## config.mk

```make
export PLATFORM = sky130hd
export DESIGN_NAME = intersection_controller
export DESIGN_NICKNAME = d
export VERILOG_FILES = /design/src/rtl/stoplight_pkg.sv /design/src/rtl/tick_gen.sv /design/src/rtl/intersection_controller.sv
export SDC_FILE = /design/constraint.sdc
export NUM_CORES = 1
export LEC_CHECK = 0
export CAP_MARGIN = 20
export CORE_MARGIN = 2
export CORE_UTILIZATION = 52
export CTS_BUF_LIST = sky130_fd_sc_hd__clkbuf_16
export DETAILED_ROUTE_END_ITERATION = 10
export PLACE_DENSITY = 0.75
export SYNTH_ARGS = -nofsm -noshare
export SYNTH_HDL_FRONTEND = slang
export SYNTH_HIERARCHICAL = 1
export SYNTH_SLANG_ARGS = --single-unit
```

## constraint.sdc

```tcl
create_clock -name Clock -period 2.25 [get_ports Clock]
set_input_delay 0.5625 -clock Clock [delete_from_list [all_inputs] [get_ports Clock]]
set_output_delay 0.5625 -clock Clock [all_outputs]
set_load 0.05 [all_outputs]
```

## src/rtl/stoplight_pkg.sv

```systemverilog
// rtl/stoplight_pkg.sv - shared state codes and lamp colours for the intersection controller
package stoplight_pkg;

  typedef logic [2:0] state_t;

  localparam state_t ST_INIT      = 3'd0;
  localparam state_t ST_NS_GREEN  = 3'd1;
  localparam state_t ST_NS_YELLOW = 3'd2;
  localparam state_t ST_ALLRED_A  = 3'd3;
  localparam state_t ST_EW_GREEN  = 3'd4;
  localparam state_t ST_EW_YELLOW = 3'd5;
  localparam state_t ST_ALLRED_B  = 3'd6;
  localparam state_t ST_WALK      = 3'd7;

  // Lamp pins are {R,G,B}; yellow is red+green on an RGB LED.
  localparam logic [2:0] RGB_GREEN  = 3'b010;
  localparam logic [2:0] RGB_YELLOW = 3'b110;
  localparam logic [2:0] RGB_RED    = 3'b100;
  localparam logic [2:0] RGB_OFF    = 3'b000;

endpackage

```

## src/rtl/tick_gen.sv

```systemverilog
// rtl/tick_gen.sv - free-running divider producing a one-cycle tick every BoardFreq cycles
module tick_gen #(
  parameter int BoardFreq = 100_000_000
) (
  input  logic Clock,
  input  logic Reset,
  output logic tick
);

  localparam int W = (BoardFreq > 1) ? $clog2(BoardFreq) : 1;
  localparam logic [W-1:0] LAST = W'(BoardFreq - 1);

  logic [W-1:0] divider;

  assign tick = (divider == LAST);

  // Count 0..BoardFreq-1 and wrap; tick is high on the last count.
  always_ff @(posedge Clock) begin
    if (Reset)
      divider <= '0;
    else if (tick)
      divider <= '0;
    else
      divider <= divider + 1'b1;
  end

endmodule

```

## src/rtl/intersection_controller.sv

```systemverilog
// rtl/intersection_controller.sv - two-head stoplight plus WALK lamp, Moore FSM stepped by a tick
module intersection_controller
  import stoplight_pkg::*;
#(
  parameter int BoardFreq = 100_000_000,
  parameter int GreenNs   = 30,
  parameter int GreenEw   = 20,
  parameter int YellowT   = 3,
  parameter int AllRedT   = 2,
  parameter int WalkT     = 10
) (
  input  logic       Clock,
  input  logic       Reset,
  input  logic       car_ew,
  input  logic       ped_req,
  output logic [2:0] rgb_ns,
  output logic [2:0] rgb_ew,
  output logic       walk,
  output logic [4:0] count_led
);

  localparam bit DUR_OK = (GreenNs >= 1) && (GreenNs <= 31) && (GreenEw >= 1) && (GreenEw <= 31)
                       && (YellowT >= 1) && (YellowT <= 31) && (AllRedT >= 1) && (AllRedT <= 31)
                       && (WalkT >= 1) && (WalkT <= 31);

  if (!DUR_OK) begin : g_bad_duration
    $error("intersection_controller: every phase duration must be 1..31 ticks");
  end
  if (BoardFreq < 1) begin : g_bad_freq
    $error("intersection_controller: BoardFreq must be at least 1");
  end

  logic       tick;
  state_t     state;
  state_t     state_next;
  logic [4:0] count;
  logic [4:0] dur_last;
  logic       phase_done;
  logic       ew_pend;
  logic       ped_pend;
  logic       enter_ew;
  logic       enter_walk;

  tick_gen #(.BoardFreq(BoardFreq)) u_tick_gen (
    .Clock (Clock),
    .Reset (Reset),
    .tick  (tick)
  );

  // Last counter value of the current state before it hands over.
  always_comb begin
    dur_last = 5'(AllRedT - 1);
    case (state)
      ST_INIT:      dur_last = 5'(AllRedT - 1);
      ST_NS_GREEN:  dur_last = 5'(GreenNs - 1);
      ST_NS_YELLOW: dur_last = 5'(YellowT - 1);
      ST_ALLRED_A:  dur_last = 5'(AllRedT - 1);
      ST_EW_GREEN:  dur_last = 5'(GreenEw - 1);
      ST_EW_YELLOW: dur_last = 5'(YellowT - 1);
      ST_ALLRED_B:  dur_last = 5'(AllRedT - 1);
      ST_WALK:      dur_last = 5'(WalkT - 1);
      default:      dur_last = 5'(AllRedT - 1);
    endcase
  end

  assign phase_done = tick && (count == dur_last);

  // Successor state; side-road and walk phases are only entered on a pending request.
  always_comb begin
    state_next = ST_INIT;
    case (state)
      ST_INIT:      state_next = ST_NS_GREEN;
      ST_NS_GREEN:  state_next = ST_NS_YELLOW;
      ST_NS_YELLOW: state_next = ST_ALLRED_A;
      ST_ALLRED_A:  state_next = ew_pend ? ST_EW_GREEN : (ped_pend ? ST_WALK : ST_NS_GREEN);
      ST_EW_GREEN:  state_next = ST_EW_YELLOW;
      ST_EW_YELLOW: state_next = ST_ALLRED_B;
      ST_ALLRED_B:  state_next = ped_pend ? ST_WALK : ST_NS_GREEN;
      ST_WALK:      state_next = ST_NS_GREEN;
      default:      state_next = ST_INIT;
    endcase
  end

  assign enter_ew   = phase_done && (state_next == ST_EW_GREEN);
  assign enter_walk = phase_done && (state_next == ST_WALK);

  // State register and seconds-in-state counter, both advanced only on ticks.
  always_ff @(posedge Clock) begin
    if (Reset) begin
      state <= ST_INIT;
      count <= '0;
    end else if (phase_done) begin
      state <= state_next;
      count <= '0;
    end else if (tick) begin
      count <= count + 1'b1;
    end
  end

  // Request latches; a new request arriving on the serving edge is kept for the next cycle round.
  always_ff @(posedge Clock) begin
    if (Reset) begin
      ew_pend  <= 1'b0;
      ped_pend <= 1'b0;
    end else begin
      ew_pend  <= car_ew  | (ew_pend  & ~enter_ew);
      ped_pend <= ped_req | (ped_pend & ~enter_walk);
    end
  end

  // Moore output decode; anything not explicitly green/yellow/walk shows all red.
  always_comb begin
    rgb_ns = RGB_RED;
    rgb_ew = RGB_RED;
    walk   = 1'b0;
    case (state)
      ST_NS_GREEN:  rgb_ns = RGB_GREEN;
      ST_NS_YELLOW: rgb_ns = RGB_YELLOW;
      ST_EW_GREEN:  rgb_ew = RGB_GREEN;
      ST_EW_YELLOW: rgb_ew = RGB_YELLOW;
      ST_WALK:      walk   = 1'b1;
      default: begin
        rgb_ns = RGB_RED;
        rgb_ew = RGB_RED;
        walk   = 1'b0;
      end
    endcase
  end

  assign count_led = count;

endmodule
```

### Word-level counts from Yosys, hierarchy flattened

Memories as Yosys holds them, arrays and structs flattened. A register that Yosys moved wholly into a read port is not among the register bits.
Index checks and enable logic that the tools add are counted.

* output and inout port bits: 12
* input bits: 4
* bits in registers: 37
* word-level logic and storage cells: 40
* memory bits (read-only): 40
* memories kept: 1

* multiplexer cells: 8
* $add $sub $neg: 2
* equality and inequality tests: 11
* bitwise logic cells: 6
* reduce and logical (&&, ||, !) cells: 7

Memories
* (name not given): depth 8, bits a word 5, read ports 1, clocked after memory_dff 1, write ports 0, line intersection_controller.sv:53 `case (state)`

Operator list (count)
* 27-bit by 1-bit adder with 27-bit output (second input constant): 1
* 27-bit == test (second input constant): 1
* 3-bit one-hot mux with 7 select lines: 1
* 3-bit == test (second input constant): 6
* 3-bit two-way mux: 4
* 3-bit one-hot mux with 2 select lines: 2
* 3-bit by 2-bit == test with 1-bit output (second input constant): 2
* 2-bit OR reduction: 3
* 5-bit by 1-bit adder with 5-bit output (second input constant): 1
* 5-bit == test: 1
* 3-bit by 1-bit == test with 1-bit output (second input constant): 1
* 1-bit logical AND: 3
* 3-bit logical NOT: 1
* 1-bit AND: 2
* 1-bit inverter: 2
* 1-bit bitwise OR: 2
* 1-bit two-way mux: 1

### Depth between registers and ports, before layout

* word-level depth: 8
* depth in mapped cells: 10

### Cells and area by module

Netlist, hierarchy kept.

Modules (own cells, without submodules)
* tick_gen: times used 1, area an instance 1311.3 sq um, cells an instance 149, seq. area each 540.5 sq um
* intersection_controller: times used 1, area an instance 830.8 sq um, cells an instance 92, seq. area each 300.3 sq um

### Worst setup path before layout

OpenSTA, ideal clock, no wires.

* path kind: register -> register
* start point: reg u_tick_gen.divider[0]
* end point: reg dur_last[3] (netlist name)
* clock period less this slack: 2.453 ns
* path buffers: 0
* stages on the path, launching flop included: 10
* arrival time: 2.335 ns
* slack: -0.203 ns
* cell sequence: dfxtp_1 ha_1 nand4_1 or4_4 nor2_1 and2_2 a21oi_1 a211o_2 xnor2_1 nor2_1

* cells in the longest elaborated chain, start to end: 4

Ends and longest elaborated chain
* start: declaration: line tick_gen.sv:13 `logic [W-1:0] divider;`
* start signal: assignment: line tick_gen.sv:24 `divider <= divider + 1'b1;`
* 27-bit == test: line tick_gen.sv:15 `assign tick = (divider == LAST);`
* net tick: line intersection_controller.sv:33 `logic tick;`
* 1-bit logical AND: line intersection_controller.sv:66 `assign phase_done = tick && (count == dur_last);`
* 3-bit two-way mux (no source line) (2 in a row)

The timed path passes the listed nets, and every way through them passes these cells.
A chain may end at the register's enable or synchronous reset.

### Final worst setup path

* start point: reg u_tick_gen.divider[22]
* end point: reg dur_last[0] (netlist name)

* cells in the longest elaborated chain, start to end: 4

Ends and longest elaborated chain (line)
* 27-bit == test: tick_gen.sv:15
* net tick: intersection_controller.sv:33
* 1-bit logical AND: intersection_controller.sv:66
* 3-bit two-way mux (no source line) (2 in a row)

The timed path passes the listed nets, and every way through them passes these cells.

==> flow_summary.json <==
{
  "outcome": "complete, no violations",
  "dieArea_um2": 4650,
  "grt_pass1_wl_mm": 7.29,
  "die_width_um": 68.2,
  "dp_slack_ps": -81.8,
  "grt_usage_pct": 20.8,
  "place_congestion": 0.747,
  "cts_tree": "built",
  "finalCriticalPeriod_ps": 2170,
  "die_h_um": 68.2,
  "critPathMaxFanout": 6,
  "dp_hpwl_mm": 3.00,
  "crit_end": "dur_last[0]$_DFF_P_",
  "fmax_mhz": 460,
  "grt_max_degree": 26,
  "peakVddDrop_mv": 0.501,
  "critical_path.max_stage_delay_ps": 580,
  "critPathLaunchType": "flop",
  "grt_pass1_vias": 1664,
  "placementRows": 23,
  "p_sw_share_pct": 18.2,
  "post-route-util_pct": 66.0,
  "num_vias": 1846,
  "synth-async-reset-ratio_pct": 0,
  "clkPwrFrac_pct": 52.6,
  "dr.pass1.iters": 4,
  "min_path_type": "reg -> reg",
  "path_clk_slew_ps": 60,
  "dr.max_layer_used": "met4",
  "power_density_nw_per_um2": 656,
  "ios": 16,
  "synth_edf_count": 0,
  "critPathArrivalTime_ps": 2400,
  "synth_cell_types": 56,
  "startpoint": "u_tick_gen/divider[22]$_SDFF_PP0_",
  "nets": 275,
  "wl_met1_mm": 1.99,
  "timing.rr.start": "u_tick_gen/divider[22]$_SDFF_PP0_",
  "setup_ws_ps": 76.5,
  "regToRegSetupSlack_ps": 80,
  "drc": 0,
  "syn_inst": 241,
  "nFillCells": 341,
  "synth_area_um2": 2140,
  "clock_latency_ps": 280,
  "yosys_most_used_dff": "dfxtp_1",
  "coreArea_um2": 3970,
  "diodes": 0,
  "sequentialPowerShare_pct": 44.1,
  "path_class": "reg -> reg",
  "wire_per_inst_um": 13.8,
  "finalSetupViolCount": 0,
  "required_ps": 2470,
  "report.final.slew_viol_count": 0,
  "clock_path_buffers": 2,
  "pwr-share-comb_pct": 3.2,
  "internal_power_w": 0.00141,
  "rr_worst_depth": 8,
  "cap_violations": 0,
  "drive_gt1_share_pct": 20.4,
  "slew_headroom_pct": 58.0,
  "critPathSlowestCell": "or4_4",
  "path_cells": "nand3_2 -> or4_4 -> nor2_4 -> and2_4 -> and2_4 -> mux2_1 -> nand2_1 -> o21a_1",
  "first_iter_violations": 70,
  "timing.final.crit_share_pct": 96.6,
  "initial_utilization_pct": 53.9,
  "syn_area_per_cell_um2": 8.89,
  "portBuffers": 13,
  "yosysSeqAreaShare_pct": 39.3,
  "met2_length_mm": 2.19,
  "avgViaCountPerCell": 5.77,
  "synth-seq-cells": 42,
  "grt_antenna_before_repair": 0,
  "root_buffer": "clkbuf_16",
  "wl_met3_um": 187,
  "yosys_warnings": 6,
  "grt_overflow": 0,
  "layout_common_cells": "39 x dfxtp_1, 25 x nor2_1, 22 x buf_4",
  "cpMostUsedCell": "and2_4",
  "worstMarginPinSlew_ps": 629,
  "wl_mm": 4.41,
  "antenna_left": 0,
  "clock-sinks": 42,
  "endpoint_kind": "flop",
  "finClkSkew_ps": 3.64,
  "hold_viol": 0,
  "p_leak_nw": 0.942,
  "syn2layout_area_growth_pct": 22.3,
  "cts_inserted_buffers": 5,
  "worstReg2RegEnd": "dur_last[0]$_DFF_P_",
  "switchingPower_w": 0.000313,
  "cts_htree_levels": 2,
  "final_common_cell": "dfxtp_1"
}
-- metal layers --
layer	track usage (%)	up-vias
met5	0	-
met4	6.75	0
met3	4.93	8
met2	36.7	40
met1	24.7	869
li1	-	929
-- Yosys cell counts (5+ instances only) --
library cell,number,area [um2]
xor2_1,15,131
nand3_1,10,50.1
nor2_1,26,97.6
inv_1,7,26.3
dfxtp_1,42,841
o31ai_1,6,45.0
a21oi_1,15,75.1
xnor2_1,8,70.1
buf_4,5,37.5
nor3_1,6,30.0
o21ai_0,8,40.0
nand4_1,11,68.8
or4_1,5,37.5
nand2_1,14,52.6
-- worst min path at each step --
stage                                              endpoint                              start  depth (start not counted)  slack (ps)
final                     u_tick_gen/divider[15]$_SDFF_PP0_  u_tick_gen/divider[15]$_SDFF_PP0_                          2         480
after global routing      u_tick_gen/divider[26]$_SDFF_PP0_  u_tick_gen/divider[26]$_SDFF_PP0_                          1         520
after CTS                 u_tick_gen/divider[24]$_SDFF_PP0_  u_tick_gen/divider[24]$_SDFF_PP0_                          1         480
after detailed placement  u_tick_gen/divider[26]$_SDFF_PP0_  u_tick_gen/divider[26]$_SDFF_PP0_                          1         470
after global placement    u_tick_gen/divider[24]$_SDFF_PP0_  u_tick_gen/divider[24]$_SDFF_PP0_                          1         460
after floorplan           u_tick_gen/divider[26]$_SDFF_PP0_  u_tick_gen/divider[26]$_SDFF_PP0_                          1         430
-- per-stage QoR --
step	cells	hold WS, ps	cell area [um2]	total power (W)	TNS (ps)
5_1_grt	320	520	2620	0.00178	-13.1
6_report	320	480	2620	0.00172	0
3_5_place_dp	307	469	2360	0.000824	-1070
3_3_place_gp	307	458	2360	0.000823	-319
2_1_floorplan	242	434	2160	0.000809	0
4_1_cts	319	481	2590	0.00173	0
-- flip-flops by register name, summed over array words and instances (netlist names) --
signal / cells
u_tick_gen/divider: 27
count_led: 5
dur_last: 5
state: 3
ew_pend: 1
ped_pend: 1
-- cells by family (layout without fill, tap and decap cells) --
| logic type | count (synthesis) | after routing | synth area share [%] |
|---|---|---|---|
| adder cells (fa/ha/maj) | 2 | 2 | 1.17 |
| AO/OA/AOI/OAI | 45 | 45 | 14.3 |
| AND/OR/NAND/NOR | 107 | 107 | 29.1 |
| other | 1 | 2 | 0.175 |
| multiplexers | 2 | 2 | 0.993 |
| buffers and inverters | 19 | 47 | 5.67 |
| XOR/XNOR | 23 | 23 | 9.40 |
| flip-flops | 42 | 42 | 39.3 |
-- layout make-up --
class	instances	area, um2	area share (%)
Inverter	7	26.3	1.00
Tap cell	50	62.6	2.39
Sequential cell	42	845	32.2
Clock buffer	5	125	4.78
Timing Repair Buffer	32	277	10.6
Multi-Input combinational cell	181	1220	46.6
Clock inverter	3	63.8	2.44
-- worst max-delay path: cells and delay by family (launching register included) --
kind / cells / cell delay [ps]
simple gates: 6 / 1280
mux: 1 / 340
compound gates: 1 / 120
flops: 1 / 380
-- power groups by stage --
stage          Sequential [W]  Combinational, W  Clock, W
6_report             0.000759         0.0000555  0.000904
5_1_grt              0.000759         0.0000618  0.000955
4_1_cts              0.000756         0.0000535  0.000922
3_5_place_dp         0.000772         0.0000521         0
3_3_place_gp         0.000772         0.0000512         0
2_1_floorplan        0.000774         0.0000353         0
-- timing repair --
action	in CTS	in global routing
buffers inserted	4	1
endpoints found under the hold margin	0	0
resized for setup	3	6
pin swaps	2	3
hold buffers	0	0
endpoints found under the setup margin	26	11
Power figures use the tool's default switching activity.
==> patch 1, RTL diff (same settings) <==
Register the output `count_led` once more, cleared by the reset; this adds one clock of latency there. The other outputs are not delayed to match.
--- a/src/rtl/intersection_controller.sv
+++ b/src/rtl/intersection_controller.sv
@@ -127,6 +127,12 @@
     endcase
   end
 
-  assign count_led = count;
+  always_ff @(posedge Clock) begin
+    if (Reset) begin
+      count_led <= '0;
+    end else begin
+      count_led <= count;
+    end
+  end
 
 endmodule
Behaviour: no difference found for any inputs over 10 cycles, from zero or initial values and one cycle with Reset high; that may be too few to reach the edited logic, so the function may still have changed.
==> patch 1 against the unedited design <==
  * Sequential cell count up 5
  * Design area increased by 8.3%
  * Final cell count increased by 6.3%
  * Clock skew shrank 0.91 ps
  * Count of clock-buffer cells in the layout unchanged
  * Wire length up 8.7%
  * Setup slack worse by 56 ps
  * Total power fell by 5.6%
  * Synthesized area increased by 6.4%
  * Non-clock buffer count is 14 higher
==> patch 1: results (changes against the unedited design) <==
[final_layout]
buf_share_pct=13.7  ; +3.1 points
multi_input_cells=183  ; +1.1%
inverters=4  ; -3
num-nets-final=293  ; +6.5%
clock_area_share_pct=5.11  ; -2.1 points
num-fill-cells=351  ; +2.9%
design.seq.count=47  ; +12%
drive_gt1_share_pct=24.0  ; +3.6 points
multi_input_area_share_pct=45.1  ; -1.5 points

[logic_synthesis]
synth.mux.area_fraction_pct=0.878  ; -0.11 points
ys_types=55  ; -1.8%
seq_area_frac_synth_pct=41.3  ; +2.0 points
synth_compound_area_share_pct=15.5  ; +1.3 points
synth_common_cells=47 x dfxtp_1, 22 x nor2_1, 17 x a21oi_1, 15 x xor2_1, 11 x nand2_1
ys_top_cells_by_area=dfxtp_1 41%, xor2_1 5.8%, a21oi_1 3.7%
yosys.area_share.xor_xnor_pct=8.45  ; -0.95 points

[power]
p_seq_share_pct=52.2  ; +8.1 points
p_sw_share_pct=21.5  ; +3.3 points
p_seq_uw=847  ; +12%
power_frac_clock_pct=44.2  ; -8.4 points
power_leakage_uw=0.00104  ; +11%

[status]
status=complete, no violations

[global_route]
grt_pass1_wl_um=7910  ; +8.4%
gr-usage-met2_pct=32.2  ; -4.5 points
grt.total_usage_pct=19.8  ; -1.0 points
grt_max_degree=16  ; -38%
grt.met1_usage_pct=26.2  ; +1.5 points
met3_usage_pct=4.47  ; -0.46 points

[placement]
port_buffers=13  ; unchanged
dp.cells=328  ; +6.8%
placed_area_um2=2640  ; +12%
routabilityCongestion=0.780  ; +4.4%

[route]
wl_met2_um=2280  ; +4.5%
wirelength_um=4800  ; +8.7%
via_per_inst=5.74  ; -0.58%
route.vias.total=1950  ; +5.6%
wl_met3_um=232  ; +24%
wl_met1_um=2240  ; +13%
drt-initial-drc-count=96  ; +37%

[worst_setup_path]
cp_max_fo=5  ; -1
cp_slowest_stage_delay_ps=480  ; -100 ps
reg2reg_depth=9  ; +1

[timing]
relSlewSlack_pct=66.5  ; +8.6 points

[patch 1: changes by cell type in the layout (fill, tap and decap cells not counted), moves of 3 or more]
cell,unedited run,this run
buf_4,22,34
dfxtp_1,39,45
nor2b_1,2,8
nor2_1,25,21
a21oi_1,14,17
inv_1,7,4
nand2_1,14,11
nand2b_1,2,5
[patch 1: final timing paths]
kind                                             start                      to  slack (ps)
worst max register to register   u_tick_gen/divider[1]             dur_last[3]          20
worst max-delay path             u_tick_gen/divider[1]             dur_last[3]          20
worst min register to register  u_tick_gen/divider[15]  u_tick_gen/divider[15]         480
worst min-delay path            u_tick_gen/divider[15]  u_tick_gen/divider[15]         480
[patch 1: repair_timing]
item / CTS / global route
gates cloned: 0 / 0
buffers inserted: 2 / 2
gates resized for setup: 1 / 3
endpoints found under the hold margin: 0 / 0
pin swaps: 2 / 1
endpoints found under the setup margin: 3 / 7
[patch 1: tightest hold or removal path, delay by kind of cell (launching register included)]
kind               cells  cell delay, ps
DFF                    1             320
AOI/OAI and AO/OA      2             110
==> patch 2, RTL diff (config.mk and constraints unchanged) <==
Without the edit above. `BoardFreq` is set to 100_000_000 in 2 places; all go to 50_000_000.
--- a/src/rtl/tick_gen.sv
+++ b/src/rtl/tick_gen.sv
@@ -1,6 +1,6 @@
 // rtl/tick_gen.sv - free-running divider producing a one-cycle tick every BoardFreq cycles
 module tick_gen #(
-  parameter int BoardFreq = 100_000_000
+  parameter int BoardFreq = 50_000_000
 ) (
   input  logic Clock,
   input  logic Reset,
--- a/src/rtl/intersection_controller.sv
+++ b/src/rtl/intersection_controller.sv
@@ -2,7 +2,7 @@
 module intersection_controller
   import stoplight_pkg::*;
 #(
-  parameter int BoardFreq = 100_000_000,
+  parameter int BoardFreq = 50_000_000,
   parameter int GreenNs   = 30,
   parameter int GreenEw   = 20,
   parameter int YellowT   = 3,
Check against the original RTL: no difference found for any inputs over 10 cycles, from zero or initial values and one cycle with Reset high; that may be too few to reach the edited logic, so the function may still have changed.
==> patch 2 against the unedited design <==
  * The run now ends with setup timing left
  * Critical path depth grew 1
  * Synthesized area fell by 2.5%
  * Wire length rose by 2.4%
  * Sequential share of layout area is 0.77 points lower
  * Sequential cell count fell by 1
  * Setup slack worse by 110 ps
  * Design area decreased by 0.14%
  * Total power decreased by 7.7%
==> patch 2: results (changes against the unedited design) <==
[status]
status=complete, but fails checks
violations=setup timing

[logic_synthesis]
yosysWarnings=6  ; unchanged
ys.flop_type=dfxtp_1
async_reset_ff_share_pct=0  ; unchanged
ys_top_cells_by_area=dfxtp_1 39%, xor2_1 5.9%, nor2_1 4.3%
synth_common_cells=41 x dfxtp_1, 24 x nor2_1, 16 x nand2_1, 15 x a21oi_1, 14 x xor2_1
ys_types=53  ; -5.4%
seq_area_frac_synth_pct=39.3  ; +0.053 points

[final_layout]
drive_gt1_share_pct=23.2  ; +2.9 points
num-fill-cells=309  ; -9.4%
largest_register_ffs=26  ; -3.7%
num-nets-final=277  ; +0.73%
top_register=u_tick_gen/divider

[route]
drt-initial-drc-count=78  ; +11%
route.vias.total=1785  ; -3.3%
wirelength_um=4520  ; +2.4%
drt_pass1_iterations=4  ; unchanged

[cts]
insertion_delay_ps=280  ; about the same
htree_levels=2  ; unchanged

[timing]
setup_violations=4  ; +4
finalWorstSetupSlack_ps=-37.4  ; -114 ps
worst_pin_slew_ps=1010  ; +379 ps
fin_worst_skew_ps=6.91  ; +3.27 ps
setup_tns_ps=-96.5  ; -96.5 ps

[global_route]
grt_pass1_wl_um=7060  ; -3.2%
grt.total_usage_pct=20.9  ; +0.13 points
grt_max_degree=26  ; unchanged
antenna_found_initial=0  ; unchanged
grt_pass1_vias=1618  ; -2.8%

[worst_setup_path]
reg2reg_depth=9  ; +1
timing.rr.end=dur_last[0]
cp.arrival_ps=2510  ; +110 ps
cp_max_fo=7  ; +1
r2r_slack_ps=-40  ; -110 ps
r2r_start=u_tick_gen/divider[0]

[placement]
routabilityCongestion=0.879  ; +18%
place_ws_ps=-84.1  ; -2.25 ps
place_hpwl_um=3040  ; +1.5%

[hold_path]
hold_path_startpoint=u_tick_gen/divider[20]
whs_endpoint=u_tick_gen/divider[20]

[power]
power_leakage_uw=0.000961  ; +2.0%
p_int_uw=1270  ; -9.4%
peakVddDrop_v=0.000443  ; -12%

## patch 2: cell type report
| type | count | area share [%] |
|---|---|---|
| inverters | 9 | 1.29 |
| flip-flops and latches | 41 | 31.5 |
| clock inverters | 2 | 1.34 |
| multi-input cells | 177 | 46.6 |
| repair buffers | 37 | 12.1 |
| well taps | 50 | 2.39 |
| clock buffers | 5 | 4.78 |
## patch 2: kinds of logic after synthesis
| kind of cell | share of synthesized area, % |
|---|---|
| xor gates and xnor gates | 10.1 |
| buffers and inverters | 5.81 |
| AOI/OAI and AO/OA | 12.4 |
| DFF | 39.3 |
| and+or+nand+nor | 30.0 |
| other | 0.180 |
| adders and majority gates | 1.20 |
| muxes | 1.02 |
## patch 2: metrics by stage
| step | power (uW) | hold WS [ps] | std cells | cell area [um2] |
|---|---|---|---|---|
| 2_1_floorplan | 796 | 444 | 240 | 2130 |
| 3_3_place_gp | 811 | 486 | 308 | 2370 |
| 3_5_place_dp | 812 | 495 | 308 | 2370 |
| 4_1_cts | 1600 | 505 | 319 | 2580 |
| 5_1_grt | 1630 | 525 | 321 | 2620 |
| 6_report | 1590 | 503 | 321 | 2620 |
## patch 2: worst max-delay path by stage
| stage | from | to | slack (ps) | cells past startpoint |
|---|---|---|---|---|
| after floorplan | u_tick_gen/divider[0] | dur_last[0] | -50 | 8 |
| after global placement | u_tick_gen/divider[1] | dur_last[0] | -20 | 9 |
| after detailed placement | u_tick_gen/divider[1] | dur_last[0] | -80 | 9 |
| after CTS | u_tick_gen/divider[0] | dur_last[0] | -40 | 9 |
| after global routing | u_tick_gen/divider[0] | ew_pend | -140 | 10 |
| final | u_tick_gen/divider[0] | dur_last[0] | -40 | 9 |
## patch 2: per-layer routing
layer | share of wire [%] | GRT usage, % | vias up
met2 | 50 | 37.1 | 53
met1 | 43 | 24.0 | 816
met4 | 0.97 | 7.14 | 0
met5 | 0 | 0 | -
met3 | 5.3 | 6.00 | 6
li1 | - | - | 910
## patch 2: timing repair
item                                    4_1_cts  5_1_grt
pin swaps                                    17        6
endpoints found under the setup margin       30       33
setup buffers                                 4        2
gates resized for setup                       3        5
## patch 2: power by group through the flow
stage | registers [uW] | clock network (uW) | logic, uW
after global placement | 756 | 0 | 55.5
after detailed placement | 756 | 0 | 56.0
after CTS | 740 | 801 | 58.1
final | 741 | 786 | 58.7
after global routing | 741 | 827 | 65.6
after floorplan | 756 | 0 | 39.6
## patch 2: worst max-delay path, cell delays in order (launching register included)
cell	delay, ps
dfxtp_2	350
ha_4	130
nand4_1	120
or4b_4	560
nor3_4	210
and2_4	190
and2_4	200
mux2_4	310
nand2_2	70
o21a_1	110
